**config.mk**
```make
export PLATFORM = sky130hd
export DESIGN_NAME = apb_multi_decode_flat
export DESIGN_NICKNAME = d
export VERILOG_FILES = /design/src/rtl/apb_multi_decode_if.sv /design/src/rtl/apb_multi_decode.sv /design/src/flat_wrapper.sv
export SDC_FILE = /design/constraint.sdc
export NUM_CORES = 1
export LEC_CHECK = 0
export CAP_MARGIN = 10
export CORE_AREA = 4 4 125 127
export CTS_BUF_LIST = sky130_fd_sc_hd__clkbuf_16
export DETAILED_ROUTE_END_ITERATION = 8
export DIE_AREA = 0 0 129 131
export PLACE_DENSITY = 0.78
export SLEW_MARGIN = 20
export SYNTH_ARGS = -nofsm -noshare
export SYNTH_HDL_FRONTEND = slang
export SYNTH_SLANG_ARGS = --single-unit
```
**constraint.sdc**
```tcl
create_clock -name clk -period 3 [get_ports clk]
set_clock_uncertainty 0.1 [all_clocks]
set_input_delay 0.3 -clock clk [delete_from_list [all_inputs] [get_ports clk]]
set_output_delay 0.3 -clock clk [all_outputs]
set_load 0.02 [all_outputs]
```
**src/rtl/apb_multi_decode_if.sv**
```systemverilog
// Bus bundle for the APB decoder: one upstream requester port (s_*) and NUM_SLAVES completer ports (m_*).
// The slave modport is the decoder's view; the master modport is the requester plus completers around it.
interface apb_multi_decode_if #(
  parameter int NUM_SLAVES = 4,
  parameter int ADDR_W     = 32,
  parameter int DATA_W     = 32
);
  logic                           s_psel;
  logic                           s_penable;
  logic                           s_pwrite;
  logic [ADDR_W-1:0]              s_paddr;
  logic [DATA_W-1:0]              s_pwdata;
  logic [DATA_W-1:0]              s_prdata;
  logic                           s_pready;
  logic                           s_pslverr;

  logic [NUM_SLAVES-1:0]          m_psel;
  logic                           m_penable;
  logic                           m_pwrite;
  logic [ADDR_W-1:0]              m_paddr;
  logic [DATA_W-1:0]              m_pwdata;
  logic [NUM_SLAVES*DATA_W-1:0]   m_prdata;
  logic [NUM_SLAVES-1:0]          m_pready;
  logic [NUM_SLAVES-1:0]          m_pslverr;

  modport slave (
    input  s_psel, s_penable, s_pwrite, s_paddr, s_pwdata,
    output s_prdata, s_pready, s_pslverr,
    output m_psel, m_penable, m_pwrite, m_paddr, m_pwdata,
    input  m_prdata, m_pready, m_pslverr
  );

  modport master (
    output s_psel, s_penable, s_pwrite, s_paddr, s_pwdata,
    input  s_prdata, s_pready, s_pslverr,
    input  m_psel, m_penable, m_pwrite, m_paddr, m_pwdata,
    output m_prdata, m_pready, m_pslverr
  );
endinterface

```
**src/rtl/apb_multi_decode.sv**
```systemverilog
// APB 1-to-N decoder: registers one upstream access, replays it to the decoded completer and
// returns its response; unmapped addresses and wait-state timeouts complete with an error.
module apb_multi_decode #(
  parameter int                          NUM_SLAVES     = 4,
  parameter int                          ADDR_W         = 32,
  parameter int                          DATA_W         = 32,
  parameter logic [NUM_SLAVES*ADDR_W-1:0] BASE_ADDR     = {32'h0000_3000, 32'h0000_2000,
                                                           32'h0000_1000, 32'h0000_0000},
  parameter logic [NUM_SLAVES*ADDR_W-1:0] ADDR_MASK     = {NUM_SLAVES{32'hFFFF_F000}},
  parameter int                          TIMEOUT_CYCLES = 64
) (
  input  logic              clk,
  input  logic              rst,
  apb_multi_decode_if.slave bus,
  output logic [7:0]        err_cnt,
  output logic              timeout_evt
);

  localparam int IDX_W  = (NUM_SLAVES > 1) ? $clog2(NUM_SLAVES) : 1;
  localparam int TCNT_W = (TIMEOUT_CYCLES > 0) ? $clog2(TIMEOUT_CYCLES + 1) : 1;

  typedef enum logic [1:0] {IDLE, SETUP, ACCESS, RESP} state_t;

  state_t              state_q, state_d;
  logic [TCNT_W-1:0]   tcnt_q, tcnt_d, tcnt_inc;
  logic [IDX_W-1:0]    lat_idx, dec_idx;
  logic                lat_hit, dec_hit;
  logic                sel_ready, sel_err;
  logic [DATA_W-1:0]   sel_rdata;
  logic                accept, enter_access, unmapped, done, abort;

  // Address decode of the live upstream address; only consumed on the accepting IDLE cycle.
  // NOTE: every always_comb output gets a default before any branch, so no path can infer a latch.
  always_comb begin : decode
    dec_hit = 1'b0;
    dec_idx = '0;
    for (int i = 0; i < NUM_SLAVES; i++) begin
      if (!dec_hit &&
          ((bus.s_paddr & ADDR_MASK[i*ADDR_W +: ADDR_W]) == BASE_ADDR[i*ADDR_W +: ADDR_W])) begin
        dec_hit = 1'b1;
        dec_idx = IDX_W'(i);
      end
    end
  end

  // Responses of completers other than the latched target never reach the datapath.
  assign sel_ready = bus.m_pready[lat_idx];
  assign sel_err   = bus.m_pslverr[lat_idx];
  assign sel_rdata = bus.m_prdata[lat_idx*DATA_W +: DATA_W];
  assign tcnt_inc  = tcnt_q + TCNT_W'(1);

  always_comb begin : fsm_next
    state_d      = state_q;
    tcnt_d       = tcnt_q;
    accept       = 1'b0;
    enter_access = 1'b0;
    unmapped     = 1'b0;
    done         = 1'b0;
    abort        = 1'b0;
    unique case (state_q)
      IDLE: begin
        if (bus.s_psel && !bus.s_penable) begin
          accept  = 1'b1;
          state_d = SETUP;
        end
      end
      SETUP: begin
        if (lat_hit) begin
          enter_access = 1'b1;
          tcnt_d       = '0;
          state_d      = ACCESS;
        end else begin
          unmapped = 1'b1;
          state_d  = RESP;
        end
      end
      ACCESS: begin
        // A ready arriving on the cycle the count would expire still completes normally.
        if (sel_ready) begin
          done    = 1'b1;
          state_d = RESP;
        end else if ((TIMEOUT_CYCLES > 0) && (tcnt_inc == TCNT_W'(TIMEOUT_CYCLES))) begin
          abort   = 1'b1;
          tcnt_d  = tcnt_inc;
          state_d = RESP;
        end else begin
          tcnt_d = tcnt_inc;
        end
      end
      RESP:    state_d = IDLE;
      default: state_d = IDLE;
    endcase
  end

  // All outputs are registered and computed from the transition being taken on this edge.
  // NOTE: state and output registers use non-blocking assignments so every flop samples pre-edge values.
  always_ff @(posedge clk) begin
    // NOTE: reset clears every control and output flop, including latched address/data, so a
    // mid-transfer reset leaves no stale transfer visible downstream.
    if (rst) begin
      state_q       <= IDLE;
      tcnt_q        <= '0;
      lat_idx       <= '0;
      lat_hit       <= 1'b0;
      bus.s_pready  <= 1'b0;
      bus.s_pslverr <= 1'b0;
      bus.s_prdata  <= '0;
      bus.m_psel    <= '0;
      bus.m_penable <= 1'b0;
      bus.m_pwrite  <= 1'b0;
      bus.m_paddr   <= '0;
      bus.m_pwdata  <= '0;
      err_cnt       <= '0;
      timeout_evt   <= 1'b0;
    end else begin
      state_q      <= state_d;
      tcnt_q       <= tcnt_d;
      timeout_evt  <= abort;
      bus.s_pready <= unmapped | done | abort;

      if (accept) begin
        lat_idx      <= dec_idx;
        lat_hit      <= dec_hit;
        bus.m_paddr  <= bus.s_paddr;
        bus.m_pwrite <= bus.s_pwrite;
        bus.m_pwdata <= bus.s_pwdata;
        bus.m_psel   <= dec_hit ? (NUM_SLAVES'(1) << dec_idx) : '0;
      end

      if (enter_access) begin
        bus.m_penable <= 1'b1;
      end

      if (done || abort) begin
        bus.m_psel    <= '0;
        bus.m_penable <= 1'b0;
      end

      // Read data is only passed up for clean reads; writes and any error return zero.
      if (unmapped || done || abort) begin
        bus.s_pslverr <= !done || sel_err;
        bus.s_prdata  <= (done && !bus.m_pwrite && !sel_err) ? sel_rdata : '0;
      end else if (state_q == RESP) begin
        bus.s_pslverr <= 1'b0;
        bus.s_prdata  <= '0;
      end

      // Only decoder-generated errors are counted; completer pslverr passes through uncounted.
      if ((unmapped || abort) && (err_cnt != 8'hFF)) begin
        err_cnt <= err_cnt + 8'd1;
      end
    end
  end

endmodule

```
**src/flat_wrapper.sv**
```systemverilog
// flat-port wrapper written by rule: the top's interface ports become plain ports
module apb_multi_decode_flat 
#(
  parameter int                          NUM_SLAVES     = 4,
  parameter int                          ADDR_W         = 32,
  parameter int                          DATA_W         = 32,
  parameter logic [NUM_SLAVES*ADDR_W-1:0] BASE_ADDR     = {32'h0000_3000, 32'h0000_2000,
                                                           32'h0000_1000, 32'h0000_0000},
  parameter logic [NUM_SLAVES*ADDR_W-1:0] ADDR_MASK     = {NUM_SLAVES{32'hFFFF_F000}},
  parameter int                          TIMEOUT_CYCLES = 64
)
  (clk, rst, err_cnt, timeout_evt, bus_s_psel, bus_s_penable, bus_s_pwrite, bus_s_paddr, bus_s_pwdata, bus_s_prdata, bus_s_pready, bus_s_pslverr, bus_m_psel, bus_m_penable, bus_m_pwrite, bus_m_paddr, bus_m_pwdata, bus_m_prdata, bus_m_pready, bus_m_pslverr);
  apb_multi_decode_if #(.NUM_SLAVES(NUM_SLAVES), .ADDR_W(ADDR_W), .DATA_W(DATA_W)) bus_i ();
  input  logic clk;
  input  logic rst;
  output logic [7:0] err_cnt;
  output logic timeout_evt;
  input wire logic [$bits(bus_i.s_psel)-1:0] bus_s_psel;
  input wire logic [$bits(bus_i.s_penable)-1:0] bus_s_penable;
  input wire logic [$bits(bus_i.s_pwrite)-1:0] bus_s_pwrite;
  input wire logic [$bits(bus_i.s_paddr)-1:0] bus_s_paddr;
  input wire logic [$bits(bus_i.s_pwdata)-1:0] bus_s_pwdata;
  output wire logic [$bits(bus_i.s_prdata)-1:0] bus_s_prdata;
  output wire logic [$bits(bus_i.s_pready)-1:0] bus_s_pready;
  output wire logic [$bits(bus_i.s_pslverr)-1:0] bus_s_pslverr;
  output wire logic [$bits(bus_i.m_psel)-1:0] bus_m_psel;
  output wire logic [$bits(bus_i.m_penable)-1:0] bus_m_penable;
  output wire logic [$bits(bus_i.m_pwrite)-1:0] bus_m_pwrite;
  output wire logic [$bits(bus_i.m_paddr)-1:0] bus_m_paddr;
  output wire logic [$bits(bus_i.m_pwdata)-1:0] bus_m_pwdata;
  input wire logic [$bits(bus_i.m_prdata)-1:0] bus_m_prdata;
  input wire logic [$bits(bus_i.m_pready)-1:0] bus_m_pready;
  input wire logic [$bits(bus_i.m_pslverr)-1:0] bus_m_pslverr;
  assign bus_i.s_psel = bus_s_psel;
  assign bus_i.s_penable = bus_s_penable;
  assign bus_i.s_pwrite = bus_s_pwrite;
  assign bus_i.s_paddr = bus_s_paddr;
  assign bus_i.s_pwdata = bus_s_pwdata;
  assign bus_s_prdata = bus_i.s_prdata;
  assign bus_s_pready = bus_i.s_pready;
  assign bus_s_pslverr = bus_i.s_pslverr;
  assign bus_m_psel = bus_i.m_psel;
  assign bus_m_penable = bus_i.m_penable;
  assign bus_m_pwrite = bus_i.m_pwrite;
  assign bus_m_paddr = bus_i.m_paddr;
  assign bus_m_pwdata = bus_i.m_pwdata;
  assign bus_i.m_prdata = bus_m_prdata;
  assign bus_i.m_pready = bus_m_pready;
  assign bus_i.m_pslverr = bus_m_pslverr;
  apb_multi_decode #(.NUM_SLAVES(NUM_SLAVES), .ADDR_W(ADDR_W), .DATA_W(DATA_W), .BASE_ADDR(BASE_ADDR), .ADDR_MASK(ADDR_MASK), .TIMEOUT_CYCLES(TIMEOUT_CYCLES)) u_core (.clk(clk), .rst(rst), .bus(bus_i), .err_cnt(err_cnt), .timeout_evt(timeout_evt));
endmodule
```
* After elaboration in Yosys (flattened, before gate mapping)
Index checks and enable logic that the tools add are counted.
** Storage, ports and cells
- Bits in registers :: 125
- Input port bits :: 205
- Output and inout port bits :: 113
- Logic and storage cells :: 95
** Operators by class
- Add/subtract/negate cells :: 2
- Magnitude comparators :: 1
- Equality and inequality tests :: 12
- Shifts and indexed selects :: 2
- Multiplexer cells :: 36
- Bitwise operators :: 2
- Reduce and logical (&&, ||, !) cells :: 26
** Operators with widths (count)
- $shiftx 128x8->32 :: 1
- $mux 32 :: 3
- $eq 20x2->1 const B :: 2
- $logic_not 32->1 :: 1
- $mux 1 :: 21
- $eq 20x1->1 const B :: 1
- $mux 7 :: 2
- $pmux 7 s2 :: 1
- $mux 2 :: 5
- $add 8x1->8 const B :: 1
- $ne 8x8->1 const B :: 1
- $pmux 2 s4 :: 1
- $add 7x1->7 const B :: 1
- $eq 7x7->1 const B :: 1
- $logic_and 1x1->1 :: 7
- $logic_not 1->1 :: 7
- $logic_or 1x1->1 :: 5
- $bmux 1 s2 :: 2
- $eq 2x2->1 const B :: 2
- $mux 4 :: 1
- $ne 2x1->1 const B :: 2
- $reduce_bool 2->1 :: 2
- $shl 1x2->4 const A :: 1
- $lt 2x3->1 const B :: 1
- other kinds (8) :: 9

* Depth between registers and ports, before layout
Gate-level depths: netlist (run 1).
- Word-level depth :: 13
- Mapped depth :: 8
- Mapped depth without buffers :: 8

* Worst setup path after synthesis (run 1)
OpenSTA, ideal clock, no wires.
- Path type :: register to register
- Start point :: register u_core.lat_idx[0]
- End point :: register u_core.bus.s_prdata[11]
- Library setup time :: 0.117 ns
- Data arrival time :: 2.090 ns
- Data required time :: 2.783 ns
- Slack :: 0.693 ns
- Stages on the path, launching flop included :: 8
- Buffers on the path :: 2
- Clock period less this slack :: 2.307 ns
- Path through :: dfxtp_1 > buf_6 > mux4_2 > nand2b_4 > or3_1 > nor4b_2 > buf_2 > a22o_1
** On the way
- Cells in the longest elaborated chain, start to end :: 8
- Elaborated cells on any way between the ends :: 17
- Those cells by class :: shift (1); mux (10); reduce/logical (6)
** RTL lines
- from (decl) :: RTL line apb_multi_decode.sv:26 : logic [IDX_W-1:0] lat_idx, dec_idx;
- from (signal assigned) :: RTL line apb_multi_decode.sv:122 : lat_idx <= dec_idx;
- branches (longest 8 deep; another with $shiftx 128x8->32)
- to (signal assigned) :: RTL line apb_multi_decode.sv:142 : bus.s_prdata <= (done && !bus.m_pwrite && !sel_err) ? sel_rdata : '0;
- to (decl) :: RTL line apb_multi_decode_if.sv:28 : output s_prdata, s_pready, s_pslverr,
Parallel ways; which one is timed is not known. The select of a mux whose other input is x is not followed.
A chain may end at the register's enable or synchronous reset.

* Worst setup path after layout (run 1)
- Start point :: register u_core.tcnt_q[0]
- End point :: register u_core.bus.s_prdata[7]
** On the way
- Cells in the longest elaborated chain, start to end :: 7
- Elaborated cells on any way between the ends :: 8
- Those cells by class :: add/sub (1); eq/ne (1); mux (4); reduce/logical (2)
** RTL lines
- from (decl) :: RTL line apb_multi_decode.sv:25 : logic [TCNT_W-1:0] tcnt_q, tcnt_d, tcnt_inc;
- from (signal assigned) :: RTL line apb_multi_decode.sv:117 : tcnt_q <= tcnt_d;
- $add 7x1->7 * :: RTL line apb_multi_decode.sv:50 : assign tcnt_inc = tcnt_q + TCNT_W'(1);
- $eq 7x7->1 * :: RTL line apb_multi_decode.sv:82 : end else if ((TIMEOUT_CYCLES > 0) && (tcnt_inc == TCNT_W'(TIMEOUT_CYCLES))) begin
- $mux 1 * :: RTL line apb_multi_decode.sv:82
- $mux 1 * :: RTL line apb_multi_decode.sv:79 : if (sel_ready) begin
- $mux 1 * :: RTL line apb_multi_decode.sv:60 : unique case (state_q)
- $logic_or 1x1->1 * :: RTL line apb_multi_decode.sv:140 : if (unmapped || done || abort) begin
- $mux 32 / $reduce_bool 2->1 (equally long branches)
Every way passes the cells marked *; elsewhere a longest branch is shown, timed or not.

==> results of run 1 <==
-- cells by family after synthesis --
logic type / share of synthesized area
DFF: 0.463
muxes: 0.144
AOI/OAI and AO/OA: 0.167
adders and majority gates: 0.0162
xor gates and xnor gates: 0.00162
and+or+nand+nor: 0.173
buffers and inverters: 0.0354
-- synthesized netlist by cell type, drive strengths merged, types with 3 or more instances --
master and count:
nand3 7, and3 6, nor3 3, a21oi 82, or4 3, o21ai 8
inv 4, a22o 33, mux4 34, o31ai 3, a211oi 4, buf 11
nor4 6, and2 3, nand2 146, dfxtp 125, nor2 11, or3 6
nand2b 5, a41oi 3, clkbuf 31, a31oi 3, ha 7
-- power breakdown --
group	switching (µW)	leakage, µW	internal (µW)
clock network	744	0.000283	1300
registers	99.0	0.00101	1820
logic	757	0.00200	698
-- how the worst min path moves through the flow --
stage,end,depth (start not counted)
finish,u_core.bus.m_paddr[1],2
global route,u_core.bus.m_paddr[1],2
CTS,u_core.tcnt_q[5],2
global placement,u_core.bus.m_paddr[5],2
floorplan,u_core.bus.m_paddr[0],2
detailed placement,u_core.bus.m_paddr[17],2
-- critical path, delay by kind of cell (launching register included) --
family | cells | cell delay [ps]
adders and majority gates | 1 | 270
buffers and inverters | 1 | 260
AOI/OAI and AO/OA | 2 | 370
DFF | 1 | 350
and+or+nand+nor | 4 | 1040
-- metal layers --
layer | routed length [µm] | track usage | vias to the layer above | part of all wire
met4 | 379 | 0.0797 | 2 | 0.020
met2 | 10100 | 0.372 | 177 | 0.52
met3 | 1570 | 0.0813 | 33 | 0.081
met5 | 18 | 0 | - | 0.00093
li1 | - | - | 2651 | -
met1 | 7310 | 0.237 | 2599 | 0.38
-- registers in the layout, indices dropped and copies added (netlist names) --
| signal | count |
|---|---|
| u_core.bus.m_paddr | 32 |
| u_core.bus.m_pwdata | 32 |
| u_core.bus.s_prdata | 32 |
| u_core.err_cnt | 8 |
| u_core.tcnt_q | 7 |
| u_core.bus.m_psel | 4 |
| u_core.lat_idx | 2 |
| u_core.state_q | 2 |
| u_core.bus.m_penable | 1 |
| u_core.bus.m_pwrite | 1 |
| u_core.bus.s_pready | 1 |
| u_core.bus.s_pslverr | 1 |
| u_core.lat_hit | 1 |
| u_core.timeout_evt | 1 |
-- stage by stage --
step,util,instance area (µm²)
6_report,0.646,9310
5_1_grt,0.646,9310
4_1_cts,0.646,9310
3_5_place_dp,0.604,8720
3_3_place_gp,0.604,8720
2_1_floorplan,-,5400
-- cell type report --
cell class | instances | share of cell area
Multi-Input combinational cell | 396 | 0.293
Timing Repair Buffer | 327 | 0.348
Inverter | 4 | 0.00161
Sequential cell | 125 | 0.269
Tap cell | 184 | 0.0247
Clock inverter | 14 | 0.0183
Clock buffer | 17 | 0.0457
==> impl_metrics.yaml, run 1 <==
synthesis:
  synth_seq_area_share: 0.463
  yosys_register_bits: 125
  syn_area_um2: 5400
  synth_area_leaders: "dfxtp_1 (46%), mux4_2 (14%), nand2_1 (10%)"
  syn_avg_cell_area_um2: 9.53
  synth_nets: 779
  synth_largest_area_cell: "dfxtp_1"
  synthArstFlopShare: 0
  netlist-cell-type-count: 44
  syn_inst: 567
  yosysWarnings: 0
  synth_edf_count: 0
  ys.flop_type: "dfxtp_1"
  synth_top_area_share: 0.463
sta:
  min_period_ps: 2510
  worst_pin_slew_ps: 696
  clock.fmax_mhz: 399
  setup_viol: 0
  slew_violations: 0
  relSlewSlack: 0.536
  timing_hold_violations_final: 0
  holdWs_ps: 273
  rsz0062_at_grt: "no"
  fin_crit_sh: 0.835
  postLayoutSetupSlackWorst_ps: 495
  setup_tns_ps: 0
floorplanning:
  start_util: 0.375
  die_w_um: 129
  fp.dieArea_um2: 16900
  coreArea_um2: 14400
  fp.dieH_um: 131
  rows: 44
  ios: 318
worst_setup_path:
  cp_max_fo: 32
  cp-end-kind: "register"
  crit_type: "reg -> reg"
  worstReg2RegStart: "u_core.tcnt_q[0]"
  reg2reg_to: "u_core.bus.s_prdata[7]"
  crit_path_start_kind: "register"
  worstPathArrival_ps: 2700
  ff2ff_path_depth: 8
  reg2reg_slack_ps: 490
  slowest_delay_ps: 440
  cp_cell_sequence: "ha_1 -> and3_1 -> nor3_1 -> a31oi_1 -> or3_1 -> nor4b_4 -> buf_4 -> a22o_1"
  cp-endpoint: "u_core.bus.s_prdata[7]"
  cp.required_ps: 3190
  crit_slowest_cell: "or3_1"
  worstSetupStartpoint: "u_core.tcnt_q[0]"
clock_tree:
  tritoncts: "built"
  cts_num_sinks: 125
  clk_path_buf_depth: 2
  cts_setup_buffers: 0
  cts-resized-gates: 0
  h-tree-depth: 4
  clk_pin_slew_ps: 60
  cts-buffers-inserted: 17
  cts-root-buf: "clkbuf_16"
  clock_latency_ps: 410
  cts_hold_buf: 0
place:
  port_buffers: 317
  gp_congestion: 0.798
  place_hpwl_um: 14900
  place_ws_ps: 251
  placed_cells: 1036
final_layout:
  regArea_um2: 2500
  antenna_cells: 0
  fillers: 1199
  instances_no_fill: 1067
  multiInputGateArea_um2: 2730
  syn_to_final_growth_pct: 72.4
  final_cell_mix: "clkdlybuf4s50_1 (316), nand2_1 (146), dfxtp_1 (124)"
  drive_above_1_share: 0.0929
  nets: 1083
  layout_commonest_cell: "clkdlybuf4s50_1"
global_routing:
  grt_pass1_wl_um: 27900
  grt_max_degree: 66
  grt_overflow: 0
  antenna_found_initial: 1
  grt_use_total: 0.214
  grt_pass1_vias: 5406
power_and_ir_drop:
  total_power_uw: 5420
  leakagePower_uw: 0.00330
  p_per_area_nw_per_um2: 582
  ir_drop_mv: 0.625
outcome:
  outcome: "finished, final reports clean"
routing:
  drcViolationCount: 0
  avgViaCountPerCell: 5.12
  drtPass1Iterations: 6
  drtAntennaViolNets: 0
  vias: 5462
  routed_wl_um: 19400
  drtIter0Drc: 251
  wl_per_cell_um: 18.2
hold_path:
  worstHoldStart: "rst"
  hold_path_class: "in -> reg"
job:
  maxCapViolations: 0
(Power assumes the default switching activity.)
==> run 2: changes to the inputs <==
==> constraint.sdc (replaced) <==
create_clock -name clk -period 2.5 [get_ports clk]
set_clock_uncertainty 0.1 [all_clocks]
set_input_delay 0.25 -clock clk [delete_from_list [all_inputs] [get_ports clk]]
set_output_delay 0.25 -clock clk [all_outputs]
set_load 0.02 [all_outputs]
==> run 2 against run 1 <==
  * Sequential power increased by 20%
  * Sequential share of layout area decreased by 0.40 points
  * Combinational power increased by 29%
  * Clock power increased by 20%
  * Global-route usage increased by 0.50 points
  * Non-clock buffer count increased by 10
  * Via count decreased by 0.11%
  * Critical path depth increased by 1
  * Worst setup slack got worse by 370 ps
  * Final area increased by 1.6%
==> impl_metrics.yaml, run 2 (same netlist as run 1, synthesis figures left out) <==
worst_setup_path:
  reg2reg_to: "u_core.bus.s_prdata[21]"
  ff2ff_path_depth: 9
  worstReg2RegStart: "u_core.tcnt_q[0]"
  cp_max_fo: 21
  cp.required_ps: 2700
  crit_path_start_kind: "register"
  worstSetupStartpoint: "u_core.tcnt_q[0]"
  cp-end-kind: "register"
  worstPathArrival_ps: 2570
  crit_type: "reg -> reg"
  cp-endpoint: "u_core.bus.s_prdata[21]"
  reg2reg_slack_ps: 130
place:
  port_buffers: 317
  place_area_um2: 8850
  gp_congestion: 0.819
  place_hpwl_um: 14700
  placed_cells: 1045
  place_ws_ps: -43.5
power_and_ir_drop:
  ir_drop_mv: 0.458
  total_power_uw: 6630
  leakagePower_uw: 0.00339
  p_per_area_nw_per_um2: 701
clock_tree:
  cts-root-buf: "clkbuf_16"
  cts-buffers-inserted: 17
  cts_hold_buf: 0
  h-tree-depth: 4
  cts_num_sinks: 125
  clock_latency_ps: 410
  clk_pin_slew_ps: 50
  clk_path_buf_depth: 2
  tritoncts: "built"
final_layout:
  drive_above_1_share: 0.102
  antenna_cells: 0
  instances_no_fill: 1077
  largestRegisters: "u_core.bus.m_paddr x32, u_core.bus.m_pwdata x32, u_core.bus.s_prdata x32"
  syn_to_final_growth_pct: 75.0
  regArea_um2: 2500
  multiInputGateArea_um2: 2740
  final_cell_mix: "clkdlybuf4s50_1 (316), nand2_1 (146), dfxtp_1 (123)"
  design_area_um2: 9460
  fillers: 1175
  nets: 1093
  layout_commonest_cell: "clkdlybuf4s50_1"
global_routing:
  met3_usage: 0.0902
  gr-usage-met2: 0.365
  grt_use_total: 0.218
  grt_max_degree: 73
  grt_pass1_wl_um: 28300
  grt_pass1_vias: 5265
  grt_overflow: 0
  use_met1: 0.250
  grt_busiest_layer: "met2"
  antenna_found_initial: 1
routing:
  routed_wl_um: 19200
  vias: 5456
  drtAntennaViolNets: 0
  wl_per_cell_um: 17.8
  drcViolationCount: 0
  avgViaCountPerCell: 5.07
  drtIter0Drc: 271
  drtPass1Iterations: 4
hold_path:
  hold_path_class: "in -> reg"
floorplanning:
  fp.dieH_um: 131
  die_w_um: 129
  fp.dieArea_um2: 16900
  rows: 44
  coreArea_um2: 14400
  ios: 318
  start_util: 0.375
sta:
  slew_violations: 0
  worst_pin_slew_ps: 568
  timing_hold_violations_final: 0
  rsz0062_at_grt: "no"
  fin_crit_sh: 0.949
  clock.fmax_mhz: 422
  postLayoutSetupSlackWorst_ps: 128
  relSlewSlack: 0.621
  holdWs_ps: 116
  min_period_ps: 2370
  setup_viol: 0
job:
  maxCapViolations: 0
outcome:
  outcome: "finished, final reports clean"
==> run 2: cell types whose count changed in the layout (fill, tap and decap cells not counted), moves of 2 or more <==
cell	previous run	this run
buf_12	0	5
buf_4	10	15
clkinv_1	1	3
clkinv_4	3	0
clkinvlp_4	3	0
inv_1	4	8
inv_6	2	0
==> run 2: report_power, final <==
| group | switching, µW | leakage, µW | internal, µW |
|---|---|---|---|
| clock network | 834 | 0.000304 | 1630 |
| logic | 925 | 0.00207 | 948 |
| registers | 116 | 0.00101 | 2180 |
| total | 1880 | 0.00339 | 4760 |
==> run 2: final cells by class <==
class	count	area share
inverters	4	0.00159
flip-flops and latches	125	0.265
clock inverters	14	0.0171
repair buffers	337	0.357
well taps	184	0.0243
multi-input cells	396	0.290
clock buffers	17	0.0450
==> run 2: worst max-delay path, cell delays in order, from the launching register on <==
cell and delay [ps]:
dfxtp_2 340, ha_2 210, and3_2 260, nor3_2 180, a31oi_2 80, or3_1 410
nor4b_4 140, buf_4 160, buf_12 150, a22o_1 230
==> run 2: worst min path at each step <==
stage                            startpoint                 endpoint  cells after the start
detailed placement  u_core.bus.m_pwdata[24]  u_core.bus.m_pwdata[24]                      2
finish                                  rst    u_core.bus.m_paddr[1]                      2
global placement      u_core.bus.m_paddr[5]    u_core.bus.m_paddr[5]                      2
CTS                                     rst         u_core.tcnt_q[3]                      2
global route                            rst         u_core.tcnt_q[5]                      2
floorplan                    bus_s_paddr[0]    u_core.bus.m_paddr[0]                      2
==> run 2: per-stage QoR <==
step | setup TNS (ps) | util
after floorplan | 0 | -
after global placement | -15.1 | 0.613
after detailed placement | -155 | 0.613
after CTS | 0 | 0.654
after global routing | 0 | 0.656
final | 0 | 0.656
==> run 2: routing by layer <==
| metal | part of all wire | wire length, µm |
|---|---|---|
| met4 | 0.023 | 446 |
| met3 | 0.088 | 1680 |
| met5 | 0.00068 | 13 |
| met1 | 0.37 | 7160 |
| met2 | 0.51 | 9860 |
==> run 2: timing repair <==
action,in CTS,in global routing
setup buffers,0,1
gates resized for setup,0,5
endpoints found under the setup margin,0,36
